**src/rtl/count_display_if.sv**
```systemverilog
// Bundle of the counter-sample inputs and the two-digit display / wrap-flag outputs
// that sit between the upstream counter and count_display_driver.
interface count_display_if;
    logic [3:0] count_in;
    logic       count_valid;
    logic       wrap_ack;
    logic [1:0] an;
    logic [6:0] seg;
    logic       dp;
    logic       wrap_up;
    logic       wrap_dn;

    modport master (
        output count_in, count_valid, wrap_ack,
        input  an, seg, dp, wrap_up, wrap_dn
    );

    modport slave (
        input  count_in, count_valid, wrap_ack,
        output an, seg, dp, wrap_up, wrap_dn
    );
endinterface

```
**src/rtl/count_display_driver.sv**
```systemverilog
// Two-digit multiplexed 7-segment driver for a 0..15 counter, with sticky
// up/down wrap detection shown on the ones-digit decimal point.
module count_display_driver #(
    parameter int REFRESH_CNT = 50000
) (
    input  logic            clk,
    input  logic            clr,
    count_display_if.slave  bus
);

    localparam logic [15:0] RC_LAST = 16'(REFRESH_CNT - 1);
    localparam logic [0:0]  ST_ONES = 1'b0;
    localparam logic [0:0]  ST_TENS = 1'b1;
    localparam logic [6:0]  SEG_BLANK = 7'b1111111;

    // Active-low a..g pattern for a decimal digit; anything else shows blank.
    function automatic logic [6:0] font(input logic [3:0] d);
        case (d)
            4'd0:    font = 7'b0000001;
            4'd1:    font = 7'b1001111;
            4'd2:    font = 7'b0010010;
            4'd3:    font = 7'b0000110;
            4'd4:    font = 7'b1001100;
            4'd5:    font = 7'b0100100;
            4'd6:    font = 7'b0100000;
            4'd7:    font = 7'b0001111;
            4'd8:    font = 7'b0000000;
            4'd9:    font = 7'b0000100;
            default: font = SEG_BLANK;
        endcase
    endfunction

    // Declaration initialisers make the power-up state equal the reset state.
    logic [3:0]  cur_r     = 4'd0;
    logic        primed_r  = 1'b0;
    logic        wrap_up_r = 1'b0;
    logic        wrap_dn_r = 1'b0;
    logic [15:0] rc_r      = 16'd0;
    logic [0:0]  state_r   = ST_ONES;
    logic [1:0]  an_r      = 2'b11;
    logic [6:0]  seg_r     = SEG_BLANK;
    logic        dp_r      = 1'b1;

    logic        tens_s;
    logic [3:0]  ones_s;
    logic        up_evt_s;
    logic        dn_evt_s;
    logic [15:0] rc_nx_s;
    logic [0:0]  state_nx_s;
    logic [1:0]  an_nx_s;
    logic [6:0]  seg_nx_s;
    logic        dp_nx_s;

    // Digit split, wrap detection, scan sequencing and next display outputs.
    always_comb begin
        tens_s     = 1'b0;
        ones_s     = cur_r;
        rc_nx_s    = 16'd0;
        state_nx_s = state_r;
        an_nx_s    = 2'b11;
        seg_nx_s   = SEG_BLANK;
        dp_nx_s    = 1'b1;

        if (cur_r >= 4'd10) begin
            tens_s = 1'b1;
            ones_s = cur_r - 4'd10;
        end else begin
            tens_s = 1'b0;
            ones_s = cur_r;
        end

        // A wrap needs a previous sample to compare against, hence primed_r.
        up_evt_s = bus.count_valid & primed_r & (cur_r == 4'd15) & (bus.count_in == 4'd0);
        dn_evt_s = bus.count_valid & primed_r & (cur_r == 4'd0)  & (bus.count_in == 4'd15);

        if (rc_r == RC_LAST) begin
            rc_nx_s    = 16'd0;
            state_nx_s = ~state_r;
        end else begin
            rc_nx_s    = rc_r + 16'd1;
            state_nx_s = state_r;
        end

        // First cycle of every slot is blanked so the previous digit never ghosts.
        if (rc_r == 16'd0) begin
            an_nx_s  = 2'b11;
            seg_nx_s = SEG_BLANK;
            dp_nx_s  = 1'b1;
        end else begin
            case (state_r)
                ST_ONES: begin
                    an_nx_s  = 2'b10;
                    seg_nx_s = font(ones_s);
                    dp_nx_s  = ~(wrap_up_r | wrap_dn_r);
                end
                ST_TENS: begin
                    an_nx_s  = 2'b01;
                    seg_nx_s = tens_s ? font(4'd1) : SEG_BLANK;
                    dp_nx_s  = 1'b1;
                end
                default: begin
                    an_nx_s  = 2'b11;
                    seg_nx_s = SEG_BLANK;
                    dp_nx_s  = 1'b1;
                end
            endcase
        end
    end

    // State, flags and registered display outputs; clr overrides everything.
    always_ff @(posedge clk) begin
        if (clr) begin
            cur_r     <= 4'd0;
            primed_r  <= 1'b0;
            wrap_up_r <= 1'b0;
            wrap_dn_r <= 1'b0;
            rc_r      <= 16'd0;
            state_r   <= ST_ONES;
            an_r      <= 2'b11;
            seg_r     <= SEG_BLANK;
            dp_r      <= 1'b1;
        end else begin
            if (bus.count_valid) begin
                cur_r    <= bus.count_in;
                primed_r <= 1'b1;
            end else begin
                cur_r    <= cur_r;
                primed_r <= primed_r;
            end
            // A new event beats a simultaneous acknowledge.
            wrap_up_r <= up_evt_s | (wrap_up_r & ~bus.wrap_ack);
            wrap_dn_r <= dn_evt_s | (wrap_dn_r & ~bus.wrap_ack);
            rc_r      <= rc_nx_s;
            state_r   <= state_nx_s;
            an_r      <= an_nx_s;
            seg_r     <= seg_nx_s;
            dp_r      <= dp_nx_s;
        end
    end

    assign bus.an      = an_r;
    assign bus.seg     = seg_r;
    assign bus.dp      = dp_r;
    assign bus.wrap_up = wrap_up_r;
    assign bus.wrap_dn = wrap_dn_r;

endmodule

```
**src/flat_wrapper.sv**
```systemverilog
// flat-port wrapper written by rule: the top's interface ports become plain ports
module count_display_driver_flat 
#(
    parameter int REFRESH_CNT = 50000
)
  (clk, clr, bus_count_in, bus_count_valid, bus_wrap_ack, bus_an, bus_seg, bus_dp, bus_wrap_up, bus_wrap_dn);
  count_display_if bus_i ();
  input  logic clk;
  input  logic clr;
  input wire logic [$bits(bus_i.count_in)-1:0] bus_count_in;
  input wire logic [$bits(bus_i.count_valid)-1:0] bus_count_valid;
  input wire logic [$bits(bus_i.wrap_ack)-1:0] bus_wrap_ack;
  output wire logic [$bits(bus_i.an)-1:0] bus_an;
  output wire logic [$bits(bus_i.seg)-1:0] bus_seg;
  output wire logic [$bits(bus_i.dp)-1:0] bus_dp;
  output wire logic [$bits(bus_i.wrap_up)-1:0] bus_wrap_up;
  output wire logic [$bits(bus_i.wrap_dn)-1:0] bus_wrap_dn;
  assign bus_i.count_in = bus_count_in;
  assign bus_i.count_valid = bus_count_valid;
  assign bus_i.wrap_ack = bus_wrap_ack;
  assign bus_an = bus_i.an;
  assign bus_seg = bus_i.seg;
  assign bus_dp = bus_i.dp;
  assign bus_wrap_up = bus_i.wrap_up;
  assign bus_wrap_dn = bus_i.wrap_dn;
  count_display_driver #(.REFRESH_CNT(REFRESH_CNT)) u_core (.clk(clk), .clr(clr), .bus(bus_i));
endmodule
```
**config.mk**
```make
export PLATFORM = sky130hd
export DESIGN_NAME = count_display_driver_flat
export DESIGN_NICKNAME = d
export VERILOG_FILES = /design/src/rtl/count_display_if.sv /design/src/rtl/count_display_driver.sv /design/src/flat_wrapper.sv
export SDC_FILE = /design/constraint.sdc
export NUM_CORES = 1
export LEC_CHECK = 0
export ABC_AREA = 1
export BUFFER_PORTS_ARGS = -buffer_cell sky130_fd_sc_hd__buf_2
export CORE_ASPECT_RATIO = 0.6
export CORE_MARGIN = 2
export CORE_UTILIZATION = 56
export CTS_CLUSTER_SIZE = 30
export DETAILED_ROUTE_END_ITERATION = 8
export PLACE_DENSITY = 0.76
export SYNTH_ARGS = -nofsm -noshare
export SYNTH_HDL_FRONTEND = slang
export SYNTH_SLANG_ARGS = --single-unit
```
**constraint.sdc**
```tcl
create_clock -name clk -period 1.9 [get_ports clk]
set_input_delay 0.095 -clock clk [delete_from_list [all_inputs] [get_ports clk]]
set_output_delay 0.095 -clock clk [all_outputs]
set_load 0.02 [all_outputs]
```
==> metrics.yaml <==
status: "complete, no violations"
setup-tns-final_ns: 0
yosysWarnings: 0
dieArea_um2: 3385
core_um2: 2834
worstRegToRegCells: 8
clock_latency_ns: 0.29
gp_congestion: 0.8757
synth_most_common_cell: "nand2_1"
nets: 274
ys.flop_type: "dfxtp_1"
postCtsResizedCells: 0
antenna_found_initial: 0
synth_top_area_share_pct: 41.59
rsz0062_at_grt: "false"
hold_buffers: 0
fmax_mhz: 638.8
dpl.hpwl_mm: 2.680
synth_common_cells: "61 x nand2_1, 37 x nor2_1, 34 x dfxtp_1, 24 x inv_1, 19 x a21oi_1"
setup_viol: 0
p_seq_share_pct: 52.9
cts_tree: "done"
power.switching_w: 0.0003906
fin_crit_ns: 1.565
regToRegSetupSlack_ns: 0.33
whs_path_depth: 2
grt_overflow: 0
cts_sinks: 34
final_layout_size_suffix_gt1_share_pct: 11.92
first_global_vias: 1161
portBuffers: 19
synth.distinct_cells: 23
cp_max_fo: 8
crit_path_end_kind: "flip-flop"
synth_area_leader_cell: "dfxtp_1"
die_h_um: 45.88
dp_cells: 295
grt_max_degree: 17
path_class: "flip-flop to flip-flop"
synth_area_leaders: "dfxtp_1 42%, nand2_1 14%, nor2_1 8.5%, a21oi_1 5.8%, inv_1 5.5%"
dr.pass1.iters: 4
ys_ff_latch: 34
route.detailed.drc: 0
r2r_start: "u_core.cur_r[1]"
final_cells: 302
wl_per_cell_um: 11.36
synthArstFlopShare_pct: 0
slew_headroom_pct: 66.08
timing.rr.end: "u_core.bus.seg[3]"
fillers: 257
syn_inst: 235
hold_viol: 0
area_growth_pct: 12.92
clockBufferDepth: 2
vdd_drop_max_mv: 0.4697
synthesis.area_um2: 1637
post-cts-setup-buffers: 0
startpoint_type: "flip-flop"
drt-initial-drc-count: 156
clock_tree.root_cell: "clkbuf_8"
synth-edff-count: 0
row_count: 15
clock_skew_ns: 0.006269
tightest_slew_ns: 0.5049
viasPerCell: 5.126
min_from: "clr"
vias: 1548
diodes: 0
multi_input_area_um2: 847.1
cts_max_level: 2
grt_first_pass_wirelength_mm: 5.423
maxCapViolCount: 0
start_util_pct: 57.75
clk_pin_slew_worst_paths_ns: 0.06
worstHoldEndpoint: "u_core.bus.wrap_up"
cts_buffers: 5
hp-class: "primary input to flip-flop"
die_x_um: 73.79
ioPinCount: 20
finalMaxSlewViolations: 0
regArea_um2: 680.7
worstPathRequired_ns: 2.07
clock_power_share_pct: 34.4
track_usage_pct: 22.38
syn-num-nets: 249
worstPathArrival_ns: 1.73
ys_seq_area_share_pct: 41.59
wl_mm: 3.431
comb_power_share_pct: 12.6
fin_crit_sh_pct: 82.39
avgSynthCellArea_um2: 6.964
postRouteAntennaNets: 0
intPower_w: 0.001050
switching_share_pct: 27.11
power.leakage_nw: 0.7597
powerDensity_nw_per_um2: 779.7
## critical path: stages (launching register included)
cell and delay (ns):
dfxtp_1 0.38, inv_1 0.11, ha_1 0.30, nand2_1 0.09, nand2_1 0.15, nand2_1 0.11
nand2_1 0.05, a21oi_1 0.17, nand3_1 0.08
## power by group through the flow
stage	logic, W	registers (W)	clock network, W
floorplan	0.000104	0.000801	0
global placement	0.000181	0.000778	0
detailed placement	0.000181	0.000778	0
CTS	0.000182	0.000762	0.000507
global route	0.000209	0.000767	0.000532
finish	0.000182	0.000762	0.000496
## registers in the layout, summed over array words and instances (netlist names)
| name | cells |
|---|---|
| u_core.state_r | 1 |
| u_core.primed_r | 1 |
| u_core.bus.seg | 7 |
| u_core.rc_r | 16 |
| u_core.bus.wrap_dn | 1 |
| u_core.cur_r | 4 |
| u_core.bus.dp | 1 |
| u_core.bus.wrap_up | 1 |
| u_core.bus.an | 2 |
## worst max path at each step
stage                     from           endpoint  slack (ns)  cells past startpoint
6_report       u_core.cur_r[1]  u_core.bus.seg[3]        0.33                      8
5_1_grt         u_core.rc_r[0]     u_core.rc_r[2]        0.19                      8
4_1_cts        u_core.cur_r[1]  u_core.bus.seg[3]        0.34                      8
3_5_place_dp   u_core.cur_r[1]  u_core.bus.seg[3]        0.37                      8
3_3_place_gp   u_core.cur_r[2]  u_core.bus.seg[2]        0.38                      7
2_1_floorplan  u_core.cur_r[1]  u_core.bus.seg[3]        0.49                      8
## area by class of cell
type | instances | share of cell area [%]
inverter | 25 | 5.078
sequential | 34 | 36.83
multi-input combinational | 175 | 45.84
timing repair buffer | 19 | 5.146
clock inverter | 2 | 0.5416
clock buffer | 5 | 3.724
tap | 42 | 2.844
## cell usage in the layout (no fill, tap or decap), drive strengths merged
cell type / synthesis / final
nor2: 39 / 39
or2: 3 / 3
nor2b: 1 / 1
clkbuf: 0 / 5
nand3b: 1 / 1
xor2: 2 / 2
buf: 1 / 19
xnor2: 2 / 2
clkinv: 0 / 2
a21oi: 19 / 19
nand4: 5 / 5
dfxtp: 34 / 34
nand2: 63 / 63
o21ai: 12 / 12
nor3: 2 / 2
ha: 6 / 6
o21bai: 1 / 1
nor4: 2 / 2
inv: 25 / 25
nand3: 17 / 17
## metal layers
metal | part of all wire (%) | track usage [%] | wire length [um] | up-vias
li1 | - | - | - | 805
met1 | 54 | 34.99 | 1858 | 668
met2 | 33 | 25.36 | 1135 | 68
met3 | 11 | 7.743 | 381 | 7
met4 | 1.7 | 11.27 | 57 | 0
met5 | 0 | 0 | 0 | -
## cell families (layout without fill, tap and decap cells)
family	after synthesis	in the layout	synth area share [%]
AO/OA/AOI/OAI	32	32	9.939
buffers and inverters	26	51	6.651
adder cells (fa/ha/maj)	6	6	4.587
flip-flops	34	34	41.59
XOR/XNOR	4	4	2.141
AND/OR/NAND/NOR	133	133	35.09
## through the flow
stage	power, W	cell area [um2]	utilization, %	hold slack (ns)	worst slack (ns)
after floorplan	0.0009050	1637	-	0.1641	0.4896
after global placement	0.0009587	1769	62.43	0.3022	0.3776
after detailed placement	0.0009591	1769	62.43	0.3051	0.3683
after CTS	0.001450	1848	65.21	0.0002308	0.3439
after global routing	0.001508	1848	65.21	0.007731	0.1949
final	0.001441	1848	65.21	0.007345	0.3347
Note: power is estimated with default switching activity, not from simulation.
